### src/rtl/mc_ctrl_pkg.sv
// Shared encodings for the multicycle RV32I controller: FSM states, opcodes,
// ALUOp/ALU control codes, immediate formats and datapath mux selects.
package mc_ctrl_pkg;

   typedef enum logic [3:0] {
      S_FETCH  = 4'd0,
      S_DECODE = 4'd1,
      S_MEMADR = 4'd2,
      S_MEMRD  = 4'd3,
      S_MEMWB  = 4'd4,
      S_MEMWR  = 4'd5,
      S_EXECR  = 4'd6,
      S_EXECI  = 4'd7,
      S_ALUWB  = 4'd8,
      S_BRANCH = 4'd9,
      S_JAL    = 4'd10,
      S_TRAP   = 4'd11
   } state_t;

   localparam logic [6:0] OP_LOAD   = 7'b0000011;
   localparam logic [6:0] OP_STORE  = 7'b0100011;
   localparam logic [6:0] OP_RTYPE  = 7'b0110011;
   localparam logic [6:0] OP_ITYPE  = 7'b0010011;
   localparam logic [6:0] OP_BRANCH = 7'b1100011;
   localparam logic [6:0] OP_JAL    = 7'b1101111;
   localparam logic [6:0] OP_JALR   = 7'b1100111;
   localparam logic [6:0] OP_LUI    = 7'b0110111;
   localparam logic [6:0] OP_AUIPC  = 7'b0010111;

   localparam logic [1:0] ALUOP_ADD   = 2'b00;
   localparam logic [1:0] ALUOP_SUB   = 2'b01;
   localparam logic [1:0] ALUOP_FUNCT = 2'b10;

   localparam logic [3:0] ALU_ADD = 4'b0000;
   localparam logic [3:0] ALU_SUB = 4'b0001;
   localparam logic [3:0] ALU_AND = 4'b0010;
   localparam logic [3:0] ALU_OR  = 4'b0011;
   localparam logic [3:0] ALU_XOR = 4'b0100;
   localparam logic [3:0] ALU_SLT = 4'b0101;
   localparam logic [3:0] ALU_SLL = 4'b0110;
   localparam logic [3:0] ALU_SRL = 4'b0111;

   localparam logic [2:0] IMM_I = 3'b000;
   localparam logic [2:0] IMM_S = 3'b001;
   localparam logic [2:0] IMM_B = 3'b010;
   localparam logic [2:0] IMM_J = 3'b011;
   localparam logic [2:0] IMM_U = 3'b100;

   localparam logic [1:0] RES_ALUOUT    = 2'b00;
   localparam logic [1:0] RES_DATA      = 2'b01;
   localparam logic [1:0] RES_ALURESULT = 2'b10;

   localparam logic [1:0] SRCA_PC    = 2'b00;
   localparam logic [1:0] SRCA_OLDPC = 2'b01;
   localparam logic [1:0] SRCA_RS1   = 2'b10;

   localparam logic [1:0] SRCB_RS2  = 2'b00;
   localparam logic [1:0] SRCB_IMM  = 2'b01;
   localparam logic [1:0] SRCB_FOUR = 2'b10;

   // Immediate format depends only on the opcode, independent of FSM state.
   function automatic logic [2:0] imm_src_of(input logic [6:0] op);
      case (op)
         OP_STORE:          imm_src_of = IMM_S;
         OP_BRANCH:         imm_src_of = IMM_B;
         OP_JAL:            imm_src_of = IMM_J;
         OP_LUI, OP_AUIPC:  imm_src_of = IMM_U;
         default:           imm_src_of = IMM_I;
      endcase
   endfunction

endpackage

### src/rtl/mc_alu_dec.sv
// ALU decoder: maps ALUOp plus funct fields to the 4-bit ALU operation code.
module mc_alu_dec
   import mc_ctrl_pkg::*;
(
   input  logic [1:0] alu_op,
   input  logic [2:0] funct3,
   input  logic       funct7b5,
   input  logic       op5,
   output logic [3:0] alu_control
);

   always_comb begin
      alu_control = ALU_ADD;
      case (alu_op)
         ALUOP_SUB:   alu_control = ALU_SUB;
         ALUOP_FUNCT: begin
            case (funct3)
               // I-type (op5 = 0) has no SUB, so funct7b5 of addi is an immediate bit.
               3'b000:  alu_control = (op5 & funct7b5) ? ALU_SUB : ALU_ADD;
               3'b111:  alu_control = ALU_AND;
               3'b110:  alu_control = ALU_OR;
               3'b100:  alu_control = ALU_XOR;
               3'b010:  alu_control = ALU_SLT;
               3'b001:  alu_control = ALU_SLL;
               3'b101:  alu_control = ALU_SRL;
               default: alu_control = ALU_ADD;
            endcase
         end
         default:     alu_control = ALU_ADD;
      endcase
   end

endmodule

### src/rtl/multicycle_controller.sv
// Multicycle RV32I control FSM for a shared-memory datapath. Define
// MC_ILLEGAL_TRAP_EN to trap on unknown opcodes instead of treating them as NOPs.
module multicycle_controller
   import mc_ctrl_pkg::*;
#(
   parameter logic [3:0] RESET_STATE = 4'd0
) (
   input  logic       clk,
   input  logic       rst_n,
   input  logic [6:0] op,
   input  logic [2:0] funct3,
   input  logic       funct7b5,
   input  logic       zero,
   input  logic       mem_ready,
   output logic       mem_req,
   output logic       pc_write,
   output logic       adr_src,
   output logic       mem_write,
   output logic       ir_write,
   output logic       reg_write,
   output logic [1:0] result_src,
   output logic [1:0] alu_src_a,
   output logic [1:0] alu_src_b,
   output logic [2:0] imm_src,
   output logic [3:0] alu_control,
   output logic       trap
);

   state_t     state, next_state;
   logic       mem_req_c, pc_write_c, adr_src_c, mem_write_c;
   logic       ir_write_c, reg_write_c, trap_c;
   logic [1:0] result_src_c, alu_src_a_c, alu_src_b_c, alu_op;
   logic [3:0] alu_control_c;

   always_ff @(posedge clk or negedge rst_n) begin
      if (!rst_n) state <= state_t'(RESET_STATE);
      else        state <= next_state;
   end

   always_comb begin
      next_state   = state;
      mem_req_c    = 1'b0;
      pc_write_c   = 1'b0;
      adr_src_c    = 1'b0;
      mem_write_c  = 1'b0;
      ir_write_c   = 1'b0;
      reg_write_c  = 1'b0;
      trap_c       = 1'b0;
      result_src_c = RES_ALUOUT;
      alu_src_a_c  = SRCA_PC;
      alu_src_b_c  = SRCB_RS2;
      alu_op       = ALUOP_ADD;
      case (state)
         S_FETCH: begin
            mem_req_c    = 1'b1;
            alu_src_b_c  = SRCB_FOUR;
            result_src_c = RES_ALURESULT;
            ir_write_c   = mem_ready;
            pc_write_c   = mem_ready;
            if (mem_ready) next_state = S_DECODE;
         end
         S_DECODE: begin
            alu_src_a_c = SRCA_OLDPC;
            alu_src_b_c = SRCB_IMM;
            case (op)
               OP_LOAD, OP_STORE: next_state = S_MEMADR;
               OP_RTYPE:          next_state = S_EXECR;
               OP_ITYPE:          next_state = S_EXECI;
               OP_BRANCH:         next_state = S_BRANCH;
               OP_JAL:            next_state = S_JAL;
`ifdef MC_ILLEGAL_TRAP_EN
               default:           next_state = S_TRAP;
`else
               default:           next_state = S_FETCH;
`endif
            endcase
         end
         S_MEMADR: begin
            alu_src_a_c = SRCA_RS1;
            alu_src_b_c = SRCB_IMM;
            next_state  = (op == OP_STORE) ? S_MEMWR : S_MEMRD;
         end
         S_MEMRD: begin
            mem_req_c = 1'b1;
            adr_src_c = 1'b1;
            if (mem_ready) next_state = S_MEMWB;
         end
         S_MEMWB: begin
            result_src_c = RES_DATA;
            reg_write_c  = 1'b1;
            next_state   = S_FETCH;
         end
         S_MEMWR: begin
            mem_req_c   = 1'b1;
            adr_src_c   = 1'b1;
            mem_write_c = mem_ready;
            if (mem_ready) next_state = S_FETCH;
         end
         S_EXECR: begin
            alu_src_a_c = SRCA_RS1;
            alu_src_b_c = SRCB_RS2;
            alu_op      = ALUOP_FUNCT;
            next_state  = S_ALUWB;
         end
         S_EXECI: begin
            alu_src_a_c = SRCA_RS1;
            alu_src_b_c = SRCB_IMM;
            alu_op      = ALUOP_FUNCT;
            next_state  = S_ALUWB;
         end
         S_ALUWB: begin
            reg_write_c = 1'b1;
            next_state  = S_FETCH;
         end
         S_BRANCH: begin
            // Target was computed into ALUOut during DECODE; the ALU compares rs1/rs2 here.
            alu_src_a_c = SRCA_RS1;
            alu_src_b_c = SRCB_RS2;
            alu_op      = ALUOP_SUB;
            case (funct3)
               3'b000:  pc_write_c = zero;
               3'b001:  pc_write_c = ~zero;
               default: pc_write_c = 1'b0;
            endcase
            next_state = S_FETCH;
         end
         S_JAL: begin
            alu_src_a_c = SRCA_OLDPC;
            alu_src_b_c = SRCB_FOUR;
            pc_write_c  = 1'b1;
            next_state  = S_ALUWB;
         end
`ifdef MC_ILLEGAL_TRAP_EN
         S_TRAP: begin
            trap_c     = 1'b1;
            next_state = S_TRAP;
         end
`endif
         default: next_state = S_FETCH;
      endcase
   end

   mc_alu_dec u_alu_dec (
      .alu_op      (alu_op),
      .funct3      (funct3),
      .funct7b5    (funct7b5),
      .op5         (op[5]),
      .alu_control (alu_control_c)
   );

   // Holding rst_n low must silence every strobe at once, even though state already reads FETCH.
   assign mem_req     = mem_req_c   & rst_n;
   assign pc_write    = pc_write_c  & rst_n;
   assign adr_src     = adr_src_c   & rst_n;
   assign mem_write   = mem_write_c & rst_n;
   assign ir_write    = ir_write_c  & rst_n;
   assign reg_write   = reg_write_c & rst_n;
   assign result_src  = result_src_c  & {2{rst_n}};
   assign alu_src_a   = alu_src_a_c   & {2{rst_n}};
   assign alu_src_b   = alu_src_b_c   & {2{rst_n}};
   assign imm_src     = imm_src_of(op) & {3{rst_n}};
   assign alu_control = alu_control_c & {4{rst_n}};
`ifdef MC_ILLEGAL_TRAP_EN
   assign trap        = trap_c & rst_n;
`else
   assign trap        = trap_c;
`endif

endmodule

### config.mk
export PLATFORM = sky130hd
export DESIGN_NAME = multicycle_controller
export DESIGN_NICKNAME = d
export VERILOG_FILES = /design/src/rtl/mc_ctrl_pkg.sv /design/src/rtl/mc_alu_dec.sv /design/src/rtl/multicycle_controller.sv
export SDC_FILE = /design/constraint.sdc
export NUM_CORES = 1
export LEC_CHECK = 0
export ABC_AREA = 1
export CAP_MARGIN = 20
export CORE_MARGIN = 2
export CORE_UTILIZATION = 39
export DETAILED_ROUTE_END_ITERATION = 6
export GPL_TIMING_DRIVEN = 0
export PLACE_DENSITY = 0.8
export SYNTH_ARGS = -nofsm -noshare
export SYNTH_HDL_FRONTEND = slang
export SYNTH_SLANG_ARGS = --single-unit
### constraint.sdc
create_clock -name clk -period 2.3 [get_ports clk]
set_input_delay 0.69 -clock clk [delete_from_list [all_inputs] [get_ports clk]]
set_output_delay 0.69 -clock clk [all_outputs]
set_load 0.02 [all_outputs]
==> metrics.md, run 1 <==
| Metric | Value |
|---|---|
| Outcome | finished, violations left |
| Failing checks | setup timing |
| Vias | 1,152 |
| # hold bufs at CTS | 0 |
| Area after DPL | between 1000 and 1500 sq um |
| Routed Antenna Nets | 0 |
| Yosys cell types | 23 |
| Final min period | approximately 2.4 ns |
| Achievable frequency | 418 MHz |
| Min setup slack post-route | -0.0923 ns |
| CP max stage delay | approximately 0.45 ns |
| Die footprint | between 2000 and 2500 sq um |
| Initial antenna violation count | 0 |
| Sw Share | 53.7% |
| Final core utilization | 85.2% |
| Slew Viols, Final | 0 |
| Maximum number of pins on one net before global-route repair | 11 |
| Setup tns final | -0.232 ns |
| H-tree lvl count | 1 |
| Crit Path Max Fanout | 7 |
| Startpoint Class | register |
| #FFs+latches synth | 4 |
| Worst-path cell chain | nand2_2, nor2_4, buf_4, o31ai_1, inv_1, dlygate4sd2_1 |
| Post-route cell area | between 1000 and 1500 sq um |
| Delay-heaviest family, CP | buffers and inverters |
| Largest family of logic cells by synthesized area | simple AND/OR/NAND/NOR gates |
| Cells after Synth | 124 |
| # clock sinks | 4 |
| # IOs | 35 |
| Layout area overhead | 98.3% |
| WP data required | 1.61 ns |
| IO Port Bufs | 32 |
| WL/cell | between 15 and 20 um |
| # nets final | 206 |
| Flop pwr share | roughly 16% |
| Clock transition at path regs | 0.04 ns |
| Setup Crit Path Kind | register to output port |
| Simple-gate area share of the yosys netlist | 51.0% |
| Seq/Total Area, Yosys | between 10% and 20% |
| Dpl hpwl | 1520 um |
| Total core area | approximately 1600 sq um |
| Total track usage | 26.9% |
| Violation count after the first detailed-routing iteration | 58 |
| Largest regs | state (4) |
| MaxCap Viol Count | 0 |
| Critical path endpoint category | output port |
| GR Overflow Total | 0 |
| Clock power share | approximately an eighth |
| Max VDD drop | about 0.32 mV |
| Commonest non-fill, non-tap cells in the layout | buf_4, nand2_1, inv_1 |
| Hold Fails Final Rpt | 0 |
| Top reg by flops | state |
| Final setup fails | 5 |
| Longest Clk Path Bufs | 2 |
| CTS Buf Count | 3 |
| Crit path buf inv count | 3 |
| Chip Width | approximately 45 um |
| Final Wtd Congestion | 0.860 |
| Slowest-stage cell, CP | dfrtp_2 |
| Starting Density | approximately 43% |
| DRC errors left | 0 |
| Pwr dens | 582 nW/um^2 |
| Vias in the first global route | 955 |
| YS warnings | 0 |
| NetSw | ~0.41 mW |
| Unrepaired setup endpoints after global routing | true |
| Combinational power share | a little under three quarters |
| CTS tree | done |
| Post-synthesis compound-gate area fraction | 12.5% |
| Row count | 14 |
| Post-Synth Adder-Cell Area | 3.74% |
| Clock Root Buffer | clkbuf_4 |
| P_leak | 0.716 nW |
| Synthesized area | approximately 670 sq um |
| Antenna diode count | 0 |
| Die Ht | 45.4 um |
| Total wire length | approximately 3200 um |
| Internal Power | 0.357 mW |
| Post-Syn Area per Cell | 5.40 sq um |
| Mux share of post-synthesis cell area | 0% |
| Share of cells above drive strength 1 | approximately half |
| Worst Path Arrival | 1.70 ns |
| Later-pin clock latency in the skew report | 0.25 ns |
| First-pass GRT wire length | 4100 um |
| Hold crit path type | primary input to async pin |
| DR vias/cell | 5.67 |
| Most common cell after layout, fill and taps aside | buf_4 |
| Synth Area in XOR/XNOR | 0% |
| Max FFs per register | 4 |
| Pre-Repair DR Iteration Count | 4 |
| Crit share post-route | 104% |
| Clock Skews | 0.00376 ns |
area by class of cell:
type	instances	area, sq um
multi-input combinational	93	593
timing repair buffer	59	472
fill	93	231
buffer	3	20.0
clock buffer	3	22.5
inverter	25	98.8
tap	16	20.0
sequential	4	101
power by group through the flow:
stage	clock network (mW)	registers (mW)	logic [mW]
3_3_place_gp	0	0.117	0.483
6_report	0.0959	0.122	0.554
4_1_cts	0.0949	0.121	0.500
5_1_grt	0.0970	0.126	0.594
3_5_place_dp	0	0.119	0.488
2_1_floorplan	0	0.111	0.322
per-layer routing:
metal / global-route usage, % / vias up / part of all wire, %
li1: - / 518 / -
met1: 30.3 / 503 / 36
met2: 49.3 / 103 / 48
met3: 5.16 / 28 / 10
met4: 10.0 / 0 / 5.8
met5: 0 / - / 0
worst register-to-register path, delay by kind of cell (launching register included):
family                 cells  cell delay (ns)
flip-flops                 1             0.42
buffers and inverters      3             0.27
AO/OA/AOI/OAI              1             0.07
AND/OR/NAND/NOR            4             0.38
synthesized netlist by cell type (all sizes together):
cell type,n,area [sq um]
clkbuf,1,3.75
inv,25,96.4
dfrtp,4,100
nand2,31,126
a21oi,7,35.0
nor3,3,15.0
a31oi,2,12.5
ha,2,25.0
or2,1,6.26
nand3,17,85.1
o31ai,2,15.0
conb,1,3.75
nor4,1,6.26
o21ai,1,5.00
buf,2,15.0
o2111ai,1,8.76
o21bai,1,7.51
nor2,22,103
timing repair:
action	CTS	global route
gates resized for setup	107	37
hold endpoints to repair	0	0
cloned	0	0
pin swaps	13	11
setup endpoints to repair	18	15
setup buffers	21	6
cells by family (layout without fill, tap and decap cells):
group / Yosys count / count (layout)
simple gates: 75 / 75
buf+inv: 28 / 90
compound gates: 14 / 14
flops: 4 / 4
fa+ha+maj: 2 / 2
other cells: 1 / 2
path summary, 6_finish.rpt:
check	start	to	slack [ns]	cells past startpoint
setup / recovery	state[0]	alu_src_a[1]	-0.09	6
hold / removal	rst_n	state[0]	0.26	1
setup reg to reg	state[3]	state[2]	1.04	8
hold reg to reg	state[0]	state[0]	0.59	2
max in group asynchronous	rst_n	state[0]	1.89	1
min in group clk	state[0]	state[0]	0.59	2
metrics by stage:
step                total power, mW  setup slack [ns]  hold WS, ns  instances
finish                        0.772           -0.0923        0.261        203
global route                  0.816            -0.157        0.272        203
floorplan                     0.433            0.0222        0.394        125
detailed placement            0.607            -0.990        0.635        173
global placement              0.600            -0.998        0.622        173
CTS                           0.716           -0.0578        0.260        197
(Power assumes the default switching activity.)
==> inputs of run 2 (changes only) <==
--- a/config.mk
+++ b/config.mk
@@ -8,10 +8,11 @@
 export ABC_AREA = 1
 export CAP_MARGIN = 20
 export CORE_MARGIN = 2
-export CORE_UTILIZATION = 39
+export CORE_UTILIZATION = 40
 export DETAILED_ROUTE_END_ITERATION = 6
+export DONT_BUFFER_PORTS = 1
 export GPL_TIMING_DRIVEN = 0
-export PLACE_DENSITY = 0.8
+export PLACE_DENSITY = 0.55
 export SYNTH_ARGS = -nofsm -noshare
 export SYNTH_HDL_FRONTEND = slang
 export SYNTH_SLANG_ARGS = --single-unit
==> metrics.md, run 2 (synthesis gave the netlist of run 1 again) <==
| Metric | Value |
|---|---|
| Final min period | 2.29 ns |
| FF-to-FF path depth | 7 |
| Commonest non-fill, non-tap cells in the layout | nand2_1, inv_1, nand3_1 |
| Setup Crit Path Kind | register to output port |
| Crit Path Max Fanout | 3 |
| Sw Share | 55.6% |
| GR Overflow Total | 0 |
| Crit. Startpoint | state[1] |
| Startpoint Class | register |
| Chip Width | 44.9 um |
| P_leak | 0.430 nW |
| Worst-path cell chain | inv_2, nand2_2, nor2_4, inv_1, ha_4, or2_4, nor2_4 |
| Vias | 792 |
| DR vias/cell | 5.35 |
| Crit path buf inv count | 2 |
| Clock Skews | 0.00326 ns |
| DRC errors left | 0 |
| Least-Margin Pin Slew | 0.582 ns |
| Final setup fails | 0 |
| Total wire length | 1700 um |
| Clock transition at path regs | 0.04 ns |
| Reg2reg start | state[2] |
| Longest Clk Path Bufs | 2 |
| Fill cells | 164 |
| # clock sinks | 4 |
| Antenna diode count | 0 |
| Hold Fails Final Rpt | 0 |
| IO Port Bufs | 0 |
| Max VDD drop | slightly above 0.6 mV |
| Vias in the first global route | 699 |
| Internal Power | between 0.2 and 0.3 mW |
| Clock power share | 14.1% |
| Most common cell after layout, fill and taps aside | nand2_1 |
| Setup tns final | 0 ns |
| Outcome | completed |
| CTS Buf Count | 3 |
| Die Ht | 44.9 um |
| Flop pwr share | 18.6% |
| Initial antenna violation count | 0 |
| Routed Antenna Nets | 0 |
| CP max stage delay | approximately 0.39 ns |
| Worst setup path end | alu_control[0] |
| Worst Path Arrival | around 1.6 ns |
| Pre-Repair DR Iteration Count | 4 |
| Hold crit path type | primary input to async pin |
| Starting Density | roughly 43% |
| Total track usage | 18.7% |
| Row count | 14 |
| Final Wtd Congestion | between 0.8 and 0.9 |
| Slowest-stage cell, CP | dfrtp_1 |
| Slack of the worst reg-to-reg path | 0.89 ns |
| Pwr dens | 764 nW/um^2 |
| First-pass GRT wire length | 2770 um |
| # IOs | 35 |
| Share of cells above drive strength 1 | 27.3% |
| Max FFs per register | 4 |
| Total core area | 1540 sq um |
| Die footprint | 2020 sq um |
| Relative slew slack | around 60% |
| Hold Slack | between 0.1 and 0.15 ns |
| Clock Root Buffer | clkbuf_4 |
| Dpl hpwl | 1350 um |
| Cell mode on critical path | nor2_4 |
| Combinational power share | 67.3% |
| Top reg by flops | state |
| MaxCap Viol Count | 0 |
| Worst path depth | 7 |
| Delay-heaviest family, CP | simple AND/OR/NAND/NOR gates |
| Unrepaired setup endpoints after global routing | true |
| Reg-to-Reg End | state[0] |
| CTS tree | done |
| Layout area overhead | 21.9% |
| Crit share post-route | 99.6% |
| Later-pin clock latency in the skew report | between 0.2 and 0.25 ns |
| Critical path endpoint category | output port |
| Violation count after the first detailed-routing iteration | 16 |
| Achievable frequency | 437 MHz |
| Slew Viols, Final | 0 |
| WP data required | between 1.5 and 2 ns |
| NetSw | about 0.35 mW |
| Largest regs | state (4) |
| # nets final | 151 |
| H-tree lvl count | 1 |
| Maximum number of pins on one net before global-route repair | 11 |
| WL/cell | 11.5 um |
-- run 2: how the worst min path moves through the flow --
stage                      from       end  cells after the start
after floorplan           rst_n  state[0]                      0
after global placement    rst_n  state[2]                      0
after detailed placement  rst_n  state[2]                      0
after CTS                 rst_n  state[1]                      0
after global routing      rst_n  state[1]                      0
final                     rst_n  state[1]                      0
-- run 2: timing repair --
action,4_1_cts,5_1_grt
buffers inserted,4,0
hold buffers,0,0
resized for setup,9,8
pin swaps,2,1
endpoints found under the setup margin,3,10
-- run 2: metal layers --
metal | track usage, % | wire [um] | vias to the layer above
li1 | - | - | 408
met1 | 23.3 | 729 | 353
met2 | 31.0 | 832 | 27
met3 | 2.40 | 114 | 4
met4 | 10.6 | 22 | 0
met5 | 0 | 0 | -
-- run 2: worst register-to-register path, cell delays in order (launching register included) --
cell,delay (ns)
dfrtp_1,0.39
buf_4,0.14
nor2_2,0.19
nand3_1,0.24
nand2_2,0.13
o21ai_1,0.09
nand2_1,0.07
nand2_1,0.05
-- run 2: power groups by stage --
stage | Clock [mW] | Combinational, mW | Sequential, mW
6_report | 0.0877 | 0.419 | 0.116
5_1_grt | 0.0982 | 0.468 | 0.122
4_1_cts | 0.0927 | 0.405 | 0.116
3_5_place_dp | 0 | 0.368 | 0.116
3_3_place_gp | 0 | 0.367 | 0.117
2_1_floorplan | 0 | 0.322 | 0.111
-- run 2: per-stage QoR --
stage	utilization [%]	worst slack (ns)	power, mW	instance area, sq um	std cells
2_1_floorplan	-	0.0222	0.433	676	125
3_3_place_gp	45.1	-0.0795	0.483	696	141
3_5_place_dp	45.1	-0.0849	0.484	696	141
4_1_cts	50.3	-0.0327	0.613	776	148
5_1_grt	52.9	-0.0792	0.688	816	148
6_report	52.9	0.00909	0.623	816	148
-- run 2: final cells by class --
class / instances / area [sq um] / area share, %
Multi-Input combinational cell: 93 / 527 / 64.6
Sequential cell: 4 / 101 / 12.4
Timing Repair Buffer: 4 / 30.0 / 3.68
Buffer: 3 / 18.8 / 2.30
Clock buffer: 3 / 22.5 / 2.76
Tap cell: 16 / 20.0 / 2.45
Inverter: 25 / 96.3 / 11.8
==> inputs of run 3 (changes only) <==
--- a/config.mk
+++ b/config.mk
@@ -9,10 +9,12 @@
 export CAP_MARGIN = 20
 export CORE_MARGIN = 2
 export CORE_UTILIZATION = 40
+export CTS_CLUSTER_SIZE = 25
 export DETAILED_ROUTE_END_ITERATION = 6
 export DONT_BUFFER_PORTS = 1
 export GPL_TIMING_DRIVEN = 0
 export PLACE_DENSITY = 0.55
+export SLEW_MARGIN = 20
 export SYNTH_ARGS = -nofsm -noshare
 export SYNTH_HDL_FRONTEND = slang
 export SYNTH_SLANG_ARGS = --single-unit
==> results of run 3 <==
Same layout as run 2: the final DEF is identical, and so are final timing and power.
==> variant 1 (flow settings as in run 2) <==
Add a define of `MC_ILLEGAL_TRAP_EN`.
--- a/src/rtl/multicycle_controller.sv
+++ b/src/rtl/multicycle_controller.sv
@@ -1,5 +1,7 @@
 // Multicycle RV32I control FSM for a shared-memory datapath. Define
 // MC_ILLEGAL_TRAP_EN to trap on unknown opcodes instead of treating them as NOPs.
+`define MC_ILLEGAL_TRAP_EN
+
 module multicycle_controller
    import mc_ctrl_pkg::*;
 #(
Behaviour: not the same (Yosys sat finds a counterexample within 4 cycles, from zero or initial values and one cycle with rst_n low).
==> variant 1 against run 2 <==
Cell area increased by 25%. Sequential cell count unchanged. Sequential share of layout area decreased by 2.4 points. Synthesized area increased by 9.0%. Worst setup slack about the same. Global-route usage increased by 0.74 points. Routed wire length increased by 22%. Highest routed layer is now met3.
Power is not compared: it rests on default switching activity, and its combinational part moved more than twofold at a synthesized area within 25%.
==> variant 1: results <==
[timing]
finClkSkew_ns = 0.00496
hold-worst-slack_ns = 0.152
fin_crit_sh_pct = 99.6
worstMarginPinSlew_ns = 0.613

[synth]
synth_fa_ha_area_share_pct = 3.43
ys_top_cells_by_count = "nand2_1, inv_1, nor2_1, nand3_1, a21oi_1"
synth-main-ff-cell = "dfrtp_1"
seq_area_frac_synth_pct = 13.7
synth-compound-area-share_pct = 13.6
synthArstFlopShare_pct = 100
yosysWarnings = 0
synth_area_per_cell_sq_um = 5.98
ys_types = 30
synth_area_leaders = "nand2_1, dfrtp_1, inv_1"
muxShareOfSynthArea_pct = 0

[global_routing]
grt_usage_pct = 19.5
met2_usage_pct = 32.2
antenna_found_initial = 0
grt_pass1_wl_microns = 3080
grt_use_met1_pct = 27.5
grt_start_max_net_pins = 12
grt_pass1_vias = 717
met3_usage_pct = 1.18

[routing]
top_layer = "met3"
viasPerCell = 5.22
vias = 846
wl_microns = 2080
routed-wl-met2_microns = 1050
met3WireLength_microns = 133
wl_met1_microns = 894

[layout]
nets = 156
drive_gt1_share_pct = 47.4
insertedDiodeCount = 0

[clocking]
cts_max_level = 1
clock_tree.root_cell = "clkbuf_4"

[placement]
placed_area_sq_um = 763
routabilityCongestion = 0.814
dp.cells = 147
place_hpwl_microns = 1480
pre_cts_slack_ns = -0.0824

[critical_path]
r2r_start = "state[2]$_DFFE_PN0P_"
crit_end = "alu_control[0]"
crit-reg2reg-capture = "state[2]$_DFFE_PN0P_"
rrSetupSlack_ns = 0.70
r2r_cells = 11
critPathMaxFanout = 4
startpoint = "state[3]$_DFFE_PN0P_"

[power_and_ir_drop]
p_leak_nw = 0.457

[status]
status = "finished clean"
## variant 1: final cells by class
cell class / count / area (sq um)
Buffer: 2 / 18.8
Clock buffer: 3 / 22.5
Fill cell: 175 / 703
Inverter: 22 / 85.1
Multi-Input combinational cell: 94 / 666
Sequential cell: 4 / 103
Tap cell: 25 / 31.3
Timing Repair Buffer: 12 / 97.6
## variant 1: power by group
part | total (W) | switching, W | internal (W)
clock network | 0.0000854 | 0.0000271 | 0.0000583
registers | 0.000145 | 0.0000357 | 0.000109
logic | 0.00103 | 0.000629 | 0.000402
total | 0.00126 | 0.000692 | 0.000570
## variant 1: timing repair
item / CTS / global route
buffers inserted: 8 / 4
resized for setup: 13 / 24
pin swaps: 3 / 9
hold buffers: 0 / 0
setup endpoints to repair: 4 / 12
## variant 1: worst max-delay path, cell delays in order, from the launching register on
cell and delay, ns:
dfrtp_2 0.45, nor2_4 0.11, inv_2 0.07, nor2_4 0.13, ha_4 0.21, or2_4 0.25
nor2_4 0.14
==> variant 2 (config.mk and constraints of run 2) <==
Without the edit above. Reset style: synchronous (`rst_n`), changed in one clocked block.
--- a/src/rtl/multicycle_controller.sv
+++ b/src/rtl/multicycle_controller.sv
@@ -32,7 +32,7 @@
    logic [1:0] result_src_c, alu_src_a_c, alu_src_b_c, alu_op;
    logic [3:0] alu_control_c;
 
-   always_ff @(posedge clk or negedge rst_n) begin
+   always_ff @(posedge clk) begin
       if (!rst_n) state <= state_t'(RESET_STATE);
       else        state <= next_state;
    end
Function: no difference found for any inputs over 10 cycles, from zero or initial values and one cycle with rst_n low; that may be too few to reach the edited logic, so the function may still have changed.
==> variant 2 against run 2 <==
Count of clock-buffer cells in the layout unchanged. Routed wire length up 0.88%. Synthesized area down 1.5%. Sequential cell count unchanged. Die area down 1.4%. Sequential share of layout area down 0.70 points. Cell area down 5.8%. Final cell count unchanged. Worst setup slack better by 0.086 ns. Largest cell class unchanged.
Power is not compared: it rests on default switching activity, and its combinational part moved more than twofold at a synthesized area within 25%.
==> variant 2: results <==
[routing]
drt_iter0_markers = 24
vias = 784
wl_microns = 1710
routedWlPerCell_microns = 11.6

[global_routing]
grt_usage_pct = 18.8
grt_pass1_wl_microns = 2780
grt_pass1_vias = 694
grt_start_max_net_pins = 11
antenna_found_initial = 0

[critical_path]
r2r_start = "state[0]$_SDFFE_PN0P_"
crit-reg2reg-capture = "state[2]$_SDFFE_PN0P_"
crit_slowest_cell = "nor4_1"
startpoint = "rst_n"
critPathMaxFanout = 7
rrSetupSlack_ns = 1.10
slowest_delay_ns = 0.74

[clocking]
cts_sinks = 4
cts_max_level = 1
clock_tree.root_cell = "clkbuf_4"

[min_path]
hold_start = "state[2]$_SDFFE_PN0P_"
min_to = "state[2]$_SDFFE_PN0P_"
min_path_type = "register to register"

[timing]
finClkSkew_ns = 0.00290
fin_crit_sh_pct = 95.9
worstMarginPinSlew_ns = 0.870

[placement]
placed_area_sq_um = 683
routabilityCongestion = 0.831
place_hpwl_microns = 1360
dp.cells = 142

[status]
status = "finished clean"

[synth]
ys_types = 24
ys_top_cells_by_count = "nand2_1, inv_1, nand3_1, nor2_1, a21oi_1"
synth_area_leaders = "nand2_1, inv_1, dfxtp_1"
synth-main-ff-cell = "dfxtp_1"
seq_area_frac_synth_pct = 12.1
synthArstFlopShare_pct = 0
synth_cells = 125

[layout]
drive_gt1_share_pct = 22.7
fillers = 171
-- variant 2: cell count changes after synthesis, sizes merged, moves of 2 or more --
cell          run 2  this run
dfxtp             0         4
inv              25        27
nand4             0         2
o21ai             1         4
dfrtp             4         0
a21oi             7         9
nor2             22        17
-- variant 2: repair_timing --
action / CTS / global route
setup endpoints to repair: 4 / 5
pin swaps: 1 / 0
gates resized for setup: 7 / 7
buffers inserted: 3 / 0
hold buffers: 0 / 0
-- variant 2: where the power goes --
part	total, W	switching (W)	internal [W]
combinational	0.0000702	0.0000502	0.0000200
sequential	0.0000744	0.00000393	0.0000704
clock	0.0000929	0.0000341	0.0000587
-- variant 2: kinds of logic after synthesis --
group / Yosys count / synth area share [%]
and+or+nand+nor: 68 / 47.4
buffers and inverters: 30 / 18.2
AOI/OAI and AO/OA: 19 / 16.5
DFF: 4 / 12.1
adders and majority gates: 2 / 3.79
xor gates and xnor gates: 1 / 1.33
other: 1 / 0.569
-- variant 2: final cells by class --
cell class / instances / area, sq um / area share, %
inverter: 27 / 101 / 13.2
tap: 16 / 20.0 / 2.61
buffer: 3 / 18.8 / 2.44
clock buffer: 3 / 22.5 / 2.93
multi-input combinational: 92 / 493 / 64.2
sequential: 4 / 90.1 / 11.7
timing repair buffer: 3 / 22.5 / 2.93
-- variant 2: worst max-delay path by stage --
| stage | end | slack [ns] |
|---|---|---|
| 2_1_floorplan | result_src[0] | 0.17 |
| 3_3_place_gp | alu_control[0] | 0.07 |
| 3_5_place_dp | alu_control[0] | 0.04 |
| 4_1_cts | alu_control[2] | 0.01 |
| 5_1_grt | alu_control[2] | 0.02 |
| 6_report | result_src[0] | 0.1 |
-- variant 2: through the flow --
step	setup slack (ns)	hold WS, ns
finish	0.0954	0.532
global route	0.0191	0.544
CTS	0.0126	0.551
detailed placement	0.0432	0.547
global placement	0.0657	0.553
floorplan	0.166	0.518
-- variant 2: metal layers --
layer	wire length, microns	global-route usage, %	vias to the layer above	share of wire, %
li1	-	-	410	-
met1	764	23.4	339	45
met2	777	29.0	33	45
met3	156	7.35	2	9.1
met4	15	6.67	0	0.88
met5	0	0	-	0
